### src/rtl/uart_mem_ctrl.sv
// rtl/uart_mem_ctrl.sv - arbitrates two CPU memory ports onto the uart_comm byte FIFOs
module uart_mem_ctrl #(
    parameter bit WRITE_ACK   = 1'b1,
    parameter bit ROUND_ROBIN = 1'b1
) (
    input  logic        CLK,
    input  logic        RST,
    input  logic        req0,
    input  logic        req1,
    input  logic        rw0,
    input  logic        rw1,
    input  logic [31:0] addr0,
    input  logic [31:0] addr1,
    input  logic [31:0] wdata0,
    input  logic [31:0] wdata1,
    input  logic [3:0]  wmask0,
    input  logic [3:0]  wmask1,
    output logic        ack0,
    output logic        ack1,
    output logic [31:0] rdata0,
    output logic [31:0] rdata1,
    output logic        send_flag,
    output logic [7:0]  send_data,
    input  logic        sendable,
    output logic        recv_flag,
    input  logic [7:0]  recv_data,
    input  logic        receivable,
    output logic        busy
);

    localparam logic [2:0] S_IDLE = 3'd0;
    localparam logic [2:0] S_HDR  = 3'd1;
    localparam logic [2:0] S_ADDR = 3'd2;
    localparam logic [2:0] S_DATA = 3'd3;
    localparam logic [2:0] S_RESP = 3'd4;
    localparam logic [2:0] S_DONE = 3'd5;

    logic [2:0]  state_q, state_d;
    logic [1:0]  cnt_q, cnt_d;
    logic        last_q;
    logic        port_q;
    logic        rw_q;
    logic [31:0] addr_q;
    logic [31:0] wdata_q;
    logic [3:0]  wmask_q;
    logic [23:0] rbuf_q;
    logic        ack0_q, ack1_q;
    logic [31:0] rdata0_q, rdata1_q;

    logic gnt_port;
    logic send_active;
    logic resp_last;
    logic enter_done;

    function automatic logic [7:0] byte_sel(input logic [31:0] w, input logic [1:0] i);
        logic [31:0] s;
        s = w >> {i, 3'b000};
        return s[7:0];
    endfunction

    // Contention under round-robin goes to the port not served last; otherwise port 0 wins.
    assign gnt_port    = (ROUND_ROBIN && req0 && req1) ? ~last_q : ~req0;
    assign send_active = (state_q == S_HDR) || (state_q == S_ADDR) || (state_q == S_DATA);
    assign send_flag   = send_active && sendable;
    assign recv_flag   = (state_q == S_RESP) && receivable;
    assign resp_last   = rw_q ? 1'b1 : (cnt_q == 2'd3);
    assign enter_done  = (state_d == S_DONE) && (state_q != S_DONE);

    always_comb begin
        send_data = 8'h00;
        case (state_q)
            S_HDR:   send_data = {rw_q, port_q, 2'b00, wmask_q};
            S_ADDR:  send_data = byte_sel(addr_q, cnt_q);
            S_DATA:  send_data = byte_sel(wdata_q, cnt_q);
            default: send_data = 8'h00;
        endcase
    end

    always_comb begin
        state_d = state_q;
        cnt_d   = cnt_q;
        case (state_q)
            S_IDLE: if (req0 || req1) state_d = S_HDR;
            S_HDR: if (send_flag) begin
                state_d = S_ADDR;
                cnt_d   = 2'd0;
            end
            // The 2-bit counter wraps to 0 on the fourth byte, ready for the next phase.
            S_ADDR: if (send_flag) begin
                cnt_d = cnt_q + 2'd1;
                if (cnt_q == 2'd3) state_d = rw_q ? S_DATA : S_RESP;
            end
            S_DATA: if (send_flag) begin
                cnt_d = cnt_q + 2'd1;
                if (cnt_q == 2'd3) state_d = WRITE_ACK ? S_RESP : S_DONE;
            end
            S_RESP: if (recv_flag) begin
                cnt_d = resp_last ? 2'd0 : cnt_q + 2'd1;
                if (resp_last) state_d = S_DONE;
            end
            S_DONE:  state_d = S_IDLE;
            default: state_d = S_IDLE;
        endcase
    end

    always_ff @(posedge CLK) begin
        if (RST) begin
            state_q  <= S_IDLE;
            cnt_q    <= 2'd0;
            last_q   <= 1'b1;
            port_q   <= 1'b0;
            rw_q     <= 1'b0;
            addr_q   <= 32'h0;
            wdata_q  <= 32'h0;
            wmask_q  <= 4'h0;
            rbuf_q   <= 24'h0;
            ack0_q   <= 1'b0;
            ack1_q   <= 1'b0;
            rdata0_q <= 32'h0;
            rdata1_q <= 32'h0;
        end else begin
            state_q <= state_d;
            cnt_q   <= cnt_d;
            ack0_q  <= enter_done && !port_q;
            ack1_q  <= enter_done && port_q;
            if (state_q == S_IDLE && (req0 || req1)) begin
                port_q  <= gnt_port;
                last_q  <= gnt_port;
                rw_q    <= gnt_port ? rw1 : rw0;
                addr_q  <= gnt_port ? addr1 : addr0;
                wdata_q <= gnt_port ? wdata1 : wdata0;
                wmask_q <= (gnt_port ? rw1 : rw0) ? (gnt_port ? wmask1 : wmask0) : 4'h0;
            end
            // Read response arrives little-endian; the last byte goes straight into rdata.
            if (recv_flag && !rw_q) begin
                if (resp_last) begin
                    if (port_q) rdata1_q <= {recv_data, rbuf_q};
                    else        rdata0_q <= {recv_data, rbuf_q};
                end else begin
                    case (cnt_q)
                        2'd0:    rbuf_q[7:0]   <= recv_data;
                        2'd1:    rbuf_q[15:8]  <= recv_data;
                        default: rbuf_q[23:16] <= recv_data;
                    endcase
                end
            end
        end
    end

    assign ack0   = ack0_q;
    assign ack1   = ack1_q;
    assign rdata0 = rdata0_q;
    assign rdata1 = rdata1_q;
    assign busy   = (state_q != S_IDLE);

endmodule

### config.mk
export PLATFORM = sky130hd
export DESIGN_NAME = uart_mem_ctrl
export DESIGN_NICKNAME = d
export VERILOG_FILES = /design/src/rtl/uart_mem_ctrl.sv
export SDC_FILE = /design/constraint.sdc
export NUM_CORES = 1
export LEC_CHECK = 0
export BUFFER_PORTS_ARGS = -buffer_cell sky130_fd_sc_hd__buf_4
export CAP_MARGIN = 20
export CORE_ASPECT_RATIO = 2
export CORE_MARGIN = 1
export CORE_UTILIZATION = 45
export DETAILED_ROUTE_END_ITERATION = 10
export PLACE_DENSITY_LB_ADDON = 0.05
export SYNTH_ARGS = -nofsm -noshare
export SYNTH_HDL_FRONTEND = slang
export SYNTH_SLANG_ARGS = --single-unit
### constraint.sdc
create_clock -name CLK -period 2.35 [get_ports CLK]
set_clock_uncertainty 0.2 [all_clocks]
set_input_delay 0.3525 -clock CLK [delete_from_list [all_inputs] [get_ports CLK]]
set_output_delay 0.3525 -clock CLK [all_outputs]
set_load 0.01 [all_outputs]
==> impl_results.md, run 1 <==
* Max FO, Critical Path at 4
* Post-synth EDFFs at 0
* Final Slew Violations at 0
* Share of cells above drive strength 1 at 31.5%
* Hold Path Depth at 3
* Failing checks: negative setup slack
* WS Path Type: reg2out
* Largest family of logic cells by synthesized area: simple AND/OR/NAND/NOR gates
* Row cnt at 65
* Fraction of registers with async set/reset at 0%
* Largest net degree at the start of global routing at 67
* Critical Path RT at 1.80 ns
* Lkg Pwr at 4.52 nW
* I/O pin count at 229
* Number of buffers created by CTS at 17
* Post-detailed-route count of antenna-violating nets at 0
* Clk_lat worst skew at 0.42 ns
* Post-Syn Area at 7290 um^2
* RSZ-0062 raised after global routing: true
* Multiplexer area fraction after synthesis at 7.16%
* Syn_nets at 1046
* Pwr dens at 727 nW/um^2
* Initial antenna violation count at 0
* IO buf count at 228
* Final wirelength at 24.6 mm
* Avg Vias per Cell at 5.45
* Syn Inst Count at 891
* Max-cap violations at 0
* Reg2Reg Depth at 8
* Buffers plus inverters on the worst setup path at 1
* Inst Count DP at 1277
* Detailed placement HPWL at 18.2 mm
* Drt first-iter violations at 300
* Via Count at 7388
* Avg WL per Cell at 18.2 um
* Die area at 16700 um^2
* Simple-gate share of the synthesized area at 25.1%
* Crit-path max cell delay at 0.51 ns
* FMAX at 393 MHz
* Worst-path clk slew at 0.07 ns
* Synth cell types at 50
* Slew Limit Headroom at 67.2%
* Detailed Routing Iterations Pass 1 at 5
* # diodes at 0
* Gr ovfl total at 0
* Adder and majority gate portion of the synthesized area at 0.515%
* Mean Syn Cell Area at 8.18 um^2
* Final number of setup-violating endpoints at 8
* Hold Path Class: in2reg
* Total GRT Usage at 29.8%
* Outcome: finished, violations left
* Non-filler cells, final at 1355
* Worst-Margin Slew at 0.492 ns
* Layout area overhead at 45.4%
* Compound-gate portion of the synthesized area at 16.4%
* Placer Congestion at 0.908
* Horiz. Die Dim at 92.0 um
* Period utilisation layout at 108%
* Cell family with most CP delay: simple AND/OR/NAND/NOR gates
* Sequential fraction of the synthesis area at 45.6%
* Arrival time worst endpoint at 1.99 ns
* Die height at 182 um
* Post-synthesis xor/xnor area fraction at 0%
* Synth warnings at 0
* Worst path depth at 5
* Crit path cell chain: nand3b_4 > and3_4 > or4_4 > a32o_2 > buf_6
* CTS HTree Levels at 4
* Core area at 15800 um^2
* CTS tree: built
* First-pass GRT wire length at 37.8 mm
* Ys flop type: dfxtp_1
* Setup TNS at -0.824 ns
* Crit path time final at 2.54 ns
* Slowest cell on the critical path: or4_4
* Endpoint class of the critical path: output pin
* Vias in the first global route at 7252
* Critical Path Start Type: register
* Fillcell total at 1404
* Clock sinks at 166
* Max VDD drop at 0.000469 V
* # DRC at 0
* Final Power at 7.70 mW
* Setup WS post-layout at -0.192 ns
* Clock Root Buffer: clkbuf_16
* Final Hold Viols at 0
* Nets at 1297
* Clk buf depth at 2
* Yosys reg bits at 166
* Starting Density at 46.2%
[state kept, by name (all words and copies together) (netlist names)]
signal,count
addr_q,32
rdata0,32
rdata1,32
wdata_q,32
rbuf_q,24
wmask_q,4
state_q,3
cnt_q,2
ack0,1
ack1,1
last_q,1
port_q,1
rw_q,1
[Yosys cell counts, types with 5 or more instances]
cell | number | area share (%)
inv_1 | 6 | 0.31
buf_4 | 6 | 0.62
nand3_1 | 65 | 4.5
clkbuf_1 | 48 | 2.5
nor2_1 | 106 | 5.5
mux4_2 | 8 | 2.5
a211oi_1 | 5 | 0.52
a21oi_1 | 80 | 5.5
dfxtp_1 | 166 | 46
nand2_1 | 209 | 11
buf_2 | 22 | 1.5
a311oi_1 | 64 | 7.7
mux2i_1 | 33 | 4.5
o21ai_0 | 7 | 0.48
[worst reg2reg max path: cells and delay by family, from the launching register on]
| kind | cells | cell delay, ns |
|---|---|---|
| buffers and inverters | 4 | 0.73 |
| DFF | 1 | 0.33 |
| AOI/OAI and AO/OA | 1 | 0.26 |
| and+or+nand+nor | 3 | 0.58 |
[placed cells by master (no fill, tap or decap), types with 3 or more instances in the layout]
cell type      count
dlygate4sd3_1     37
nor3_1             3
nor2_2             4
clkbuf_16         17
mux2i_1           33
mux4_2             8
a21oi_1           77
a21oi_2            3
inv_1              5
clkinvlp_4         4
or3_1              3
nand2_2            5
ha_1               3
nand4_2            3
a211oi_2           3
dfxtp_1          161
inv_6              4
and3_1             3
dfxtp_4            4
and2_1             3
o41ai_2            4
or2_2              3
buf_12            12
a311oi_1          64
o2bb2ai_1          4
buf_6             11
nand3_1           65
nor2_1            99
nand2_1          203
nor2_4             4
o21ai_0            4
buf_4            250
[worst paths after layout]
check                                start           end  slack (ns)
worst min register to register  rdata0[31]    rdata0[31]        0.25
worst max register to register  state_q[2]   wdata_q[13]        0.15
worst min-delay path              addr1[5]     addr_q[5]        0.01
worst max-delay path            state_q[2]  send_data[7]       -0.19
[kinds of logic (layout without fill, tap and decap cells)]
kind of cell / Yosys count / in the layout
simple gates: 419 / 419
flops: 166 / 166
mux: 42 / 42
compound gates: 176 / 176
buf+inv: 85 / 348
fa+ha+maj: 3 / 3
[power by group]
group | leakage (nW) | internal (mW) | switching [mW]
clock | 0.271 | 1.53 | 1.20
combinational | 2.89 | 0.819 | 0.830
sequential | 1.36 | 3.06 | 0.264
[cell type report]
| type | instances | area [um^2] | share of cell area [%] |
|---|---|---|---|
| Multi-Input combinational cell | 640 | 3780 | 35.7 |
| Tap cell | 201 | 251 | 2.37 |
| Inverter | 6 | 22.5 | 0.213 |
| Timing Repair Buffer | 311 | 2630 | 24.8 |
| Clock buffer | 19 | 453 | 4.28 |
| Clock inverter | 12 | 120 | 1.13 |
| Sequential cell | 166 | 3340 | 31.5 |
[per-stage QoR]
stage	utilization [%]	cell area [um^2]	hold WS, ns	worst slack (ns)
2_1_floorplan	-	7290	0.232	0.202
3_3_place_gp	59.2	9340	0.243	0.0998
3_5_place_dp	59.2	9340	0.247	0.0837
4_1_cts	66.6	10500	0.000410	-0.201
5_1_grt	67.1	10600	0.0118	-0.237
6_report	67.1	10600	0.0109	-0.192
[layer usage]
| metal | track usage, % | vias up | wire, um |
|---|---|---|---|
| met1 | 27.9 | 3454 | 8070 |
| li1 | - | 3633 | - |
| met4 | 20.6 | 0 | 1590 |
| met3 | 4.23 | 67 | 906 |
| met5 | 0 | - | 0 |
| met2 | 57.6 | 234 | 14000 |
[timing repair]
item,CTS,global route
setup endpoints to repair,8,8
endpoints found under the hold margin,37,0
buffers inserted,7,4
pin swaps,9,7
gates resized for setup,49,18
hold buffers,37,0
Note: power is estimated with default switching activity, not from simulation.
==> inputs of run 2 (changes only) <==
ABC_AREA = 1   (was unset)
HOLD_SLACK_MARGIN = 0.06   (was unset)
==> run 2 against run 1 <==
Net effect:
- the flow still finishes with violations (negative setup slack)
- sequential cell count stayed put
- routed wire length is 0.61% higher
- utilization is 1.3 points higher
- sequential share of layout area is 1.4 points lower
- sequential power is 5% lower
- global-route usage is 1.0 points lower
- register-to-register slack better by 0.08 ns
- die area is 1.9% higher
- worst setup slack better by 0.16 ns
- hold slack better by 0.047 ns
- power is 2.7% higher
- critical endpoint is now send_data[3]
==> impl_results.md, run 2 <==
* Detailed Routing Iterations Pass 1 at 5
* Ys flop type: dfxtp_1
* Finished Core Util at 68.4%
* Critical Path Most Common Cell: nand3_1
* Total GRT Usage at 28.8%
* Core area at 16200 um^2
* Clk_lat worst skew at 0.44 ns
* Top cells by area, synth: dfxtp_1 (45%), nor2_1 (14%), nand2_1 (8.6%)
* Avg WL per Cell at 15.5 um
* Detailed placement HPWL at 16.9 mm
* Max FO, Critical Path at 8
* Critical Path RT at 1.80 ns
* R2r startpoint: state_q[1]
* Crit-path max cell delay at 0.36 ns
* Mean Syn Cell Area at 6.77 um^2
* Arrival time worst endpoint at 1.83 ns
* Nets at 1532
* Clock Root Buffer: clkbuf_16
* Layout area overhead at 49.1%
* Vias in the first global route at 7814
* Avg Vias per Cell at 5.12
* Pwr dens at 714 nW/um^2
* Most frequent cells in the layout: nor2_1 (271), buf_4 (245), dfxtp_1 (163)
* Slowest cell on the critical path: dfxtp_4
* Die area at 17000 um^2
* Yosys reg bits at 166
* Horiz. Die Dim at 92.8 um
* Hold Path Depth at 3
* Period utilisation layout at 101%
* RSZ-0062 raised after global routing: true
* I/O pin count at 229
* Area of the multi-input gates at 3690 um^2
* Fillcell total at 1517
* Synth warnings at 0
* Number of buffers created by CTS at 17
* Setup TNS at -0.0935 ns
* IO buf count at 228
* Starting Density at 45.9%
* Area leader, netlist: dfxtp_1
* First-pass GRT wire length at 38.2 mm
* Max VDD drop at 0.000511 V
* Fraction of registers with async set/reset at 0%
* Final Hold Viols at 0
* Critical Path Start Type: register
* Reg2Reg Depth at 10
* Crit path time final at 2.38 ns
* Die height at 184 um
* Hold Path Class: in2reg
* Sequential fraction of the synthesis area at 44.8%
* Syn_nets at 1252
* Most common cell after layout, fill and taps aside: nor2_1
* Placer Congestion at 0.920
* Clk buf depth at 2
* Share of cells above drive strength 1 at 26.6%
* Gr ovfl total at 0
* Slew Limit Headroom at 48.0%
* Min-delay src: wdata1[22]
* Endpoint class of the critical path: output pin
* Synth top cells by count: nor2_1 (274), nand2_1 (170), dfxtp_1 (166), o21ai_0 (126), a21oi_1 (99)
* Initial antenna violation count at 0
* Crit path cell chain: buf_6 > nand3_4 > buf_12 > nand2_1 > nand3_1 > nand3_1 > nand3_2 > nand2_2 > buf_4
* Reg-to-reg slack, setup at 0.23 ns
* CTS HTree Levels at 4
* Largest net degree at the start of global routing at 75
* Worst hold endpoint: wdata_q[22]
* # diodes at 0
* CTS tree: built
* Post-synth EDFFs at 0
* Syn Inst Count at 1097
* Setup WS post-layout at -0.0334 ns
* Max-cap violations at 0
* Worst-path clk slew at 0.07 ns
* Post-synth top area share at 44.8%
* Final Slew Violations at 0
* Synth cell types at 27
* Lkg Pwr at 5.12 nW
* Design area at 11100 um^2
* Via Count at 8157
* Register area at 3330 um^2
* Post-Syn Area at 7420 um^2
* Count leader, synth: nor2_1
* Failing checks: negative setup slack
* Row cnt at 66
* Post-detailed-route count of antenna-violating nets at 0
* Final number of setup-violating endpoints at 6
* # DRC at 0
* Outcome: finished, violations left
* Clock sinks at 166
* Worst-Margin Slew at 0.780 ns
* Placement Cell Area at 9310 um^2
* Worst r2r dst: wdata_q[23]
* Place WS at 0.209 ns
* Drt first-iter violations at 331
* FMAX at 420 MHz
* Final wirelength at 24.8 mm
* WS Path Type: reg2out
run 2: cell types whose count changed in the layout (fill, tap and decap cells not counted), sizes merged, moves of 9 or more:
cell         before  now
o21ai             7  163
nor2            107  277
inv              11   81
mux2i            33    0
dlygate4sd3      37   65
nand2           209  171
a311oi           64    0
buf             274  265
a21oi            80   99
run 2: metal layers:
layer	wire length [um]	up-vias	global-route usage (%)
li1	-	4085	-
met1	8830	3761	28.2
met2	13800	237	55.4
met3	835	74	4.47
met4	1320	0	16.6
met5	0	-	0
run 2: worst max path at each step:
stage | start | endpoint | slack, ns | depth (start not counted)
2_1_floorplan | cnt_q[0] | rbuf_q[21] | 0.35 | 9
3_3_place_gp | state_q[0] | send_data[7] | 0.21 | 9
3_5_place_dp | state_q[0] | send_data[7] | 0.21 | 9
4_1_cts | state_q[0] | send_data[2] | -0.005 | 9
5_1_grt | state_q[0] | send_data[1] | -0.09 | 10
6_report | state_q[0] | send_data[3] | -0.03 | 9
run 2: critical path, delay by kind of cell (launching register included):
family,cells,cell delay [ns]
buffers and inverters,3,0.44
DFF,1,0.36
and+or+nand+nor,6,0.60
run 2: cells by family (layout without fill, tap and decap cells):
kind of cell / count (synthesis) / count (layout) / share of synthesized area, %
AOI/OAI and AO/OA: 263 / 263 / 17.8
adders and majority gates: 3 / 3 / 0.506
buffers and inverters: 149 / 442 / 8.66
DFF: 166 / 166 / 44.8
and+or+nand+nor: 516 / 516 / 28.3
run 2: power by group:
part	internal, mW	leakage [nW]	total [mW]	switching (mW)
logic	0.796	3.47	1.82	1.02
registers	3.01	1.35	3.14	0.134
clock network	1.71	0.299	2.95	1.24
run 2: through the flow:
| stage | power, mW | instances | hold WS (ns) |
|---|---|---|---|
| 3_5_place_dp | 4.74 | 1482 | 0.255 |
| 4_1_cts | 7.83 | 1589 | 0.0604 |
| 3_3_place_gp | 4.73 | 1482 | 0.253 |
| 2_1_floorplan | 4.13 | 1097 | 0.240 |
| 5_1_grt | 8.26 | 1594 | 0.0779 |
| 6_report | 7.91 | 1594 | 0.0580 |
run 2: repair_timing:
item,in CTS,in global routing
endpoints found under the setup margin,9,9
resized for setup,27,63
buffers inserted,6,4
hold endpoints to repair,85,0
pin swaps,6,36
hold buffers,65,0
cloned,4,2
run 2: area by class of cell:
| type | instances | share of cell area, % |
|---|---|---|
| clock buffers | 19 | 3.91 |
| clock inverters | 13 | 1.71 |
| inverters | 78 | 2.71 |
| multi-input cells | 782 | 33.4 |
| flip-flops and latches | 166 | 30.1 |
| well taps | 204 | 2.31 |
| repair buffers | 332 | 25.9 |
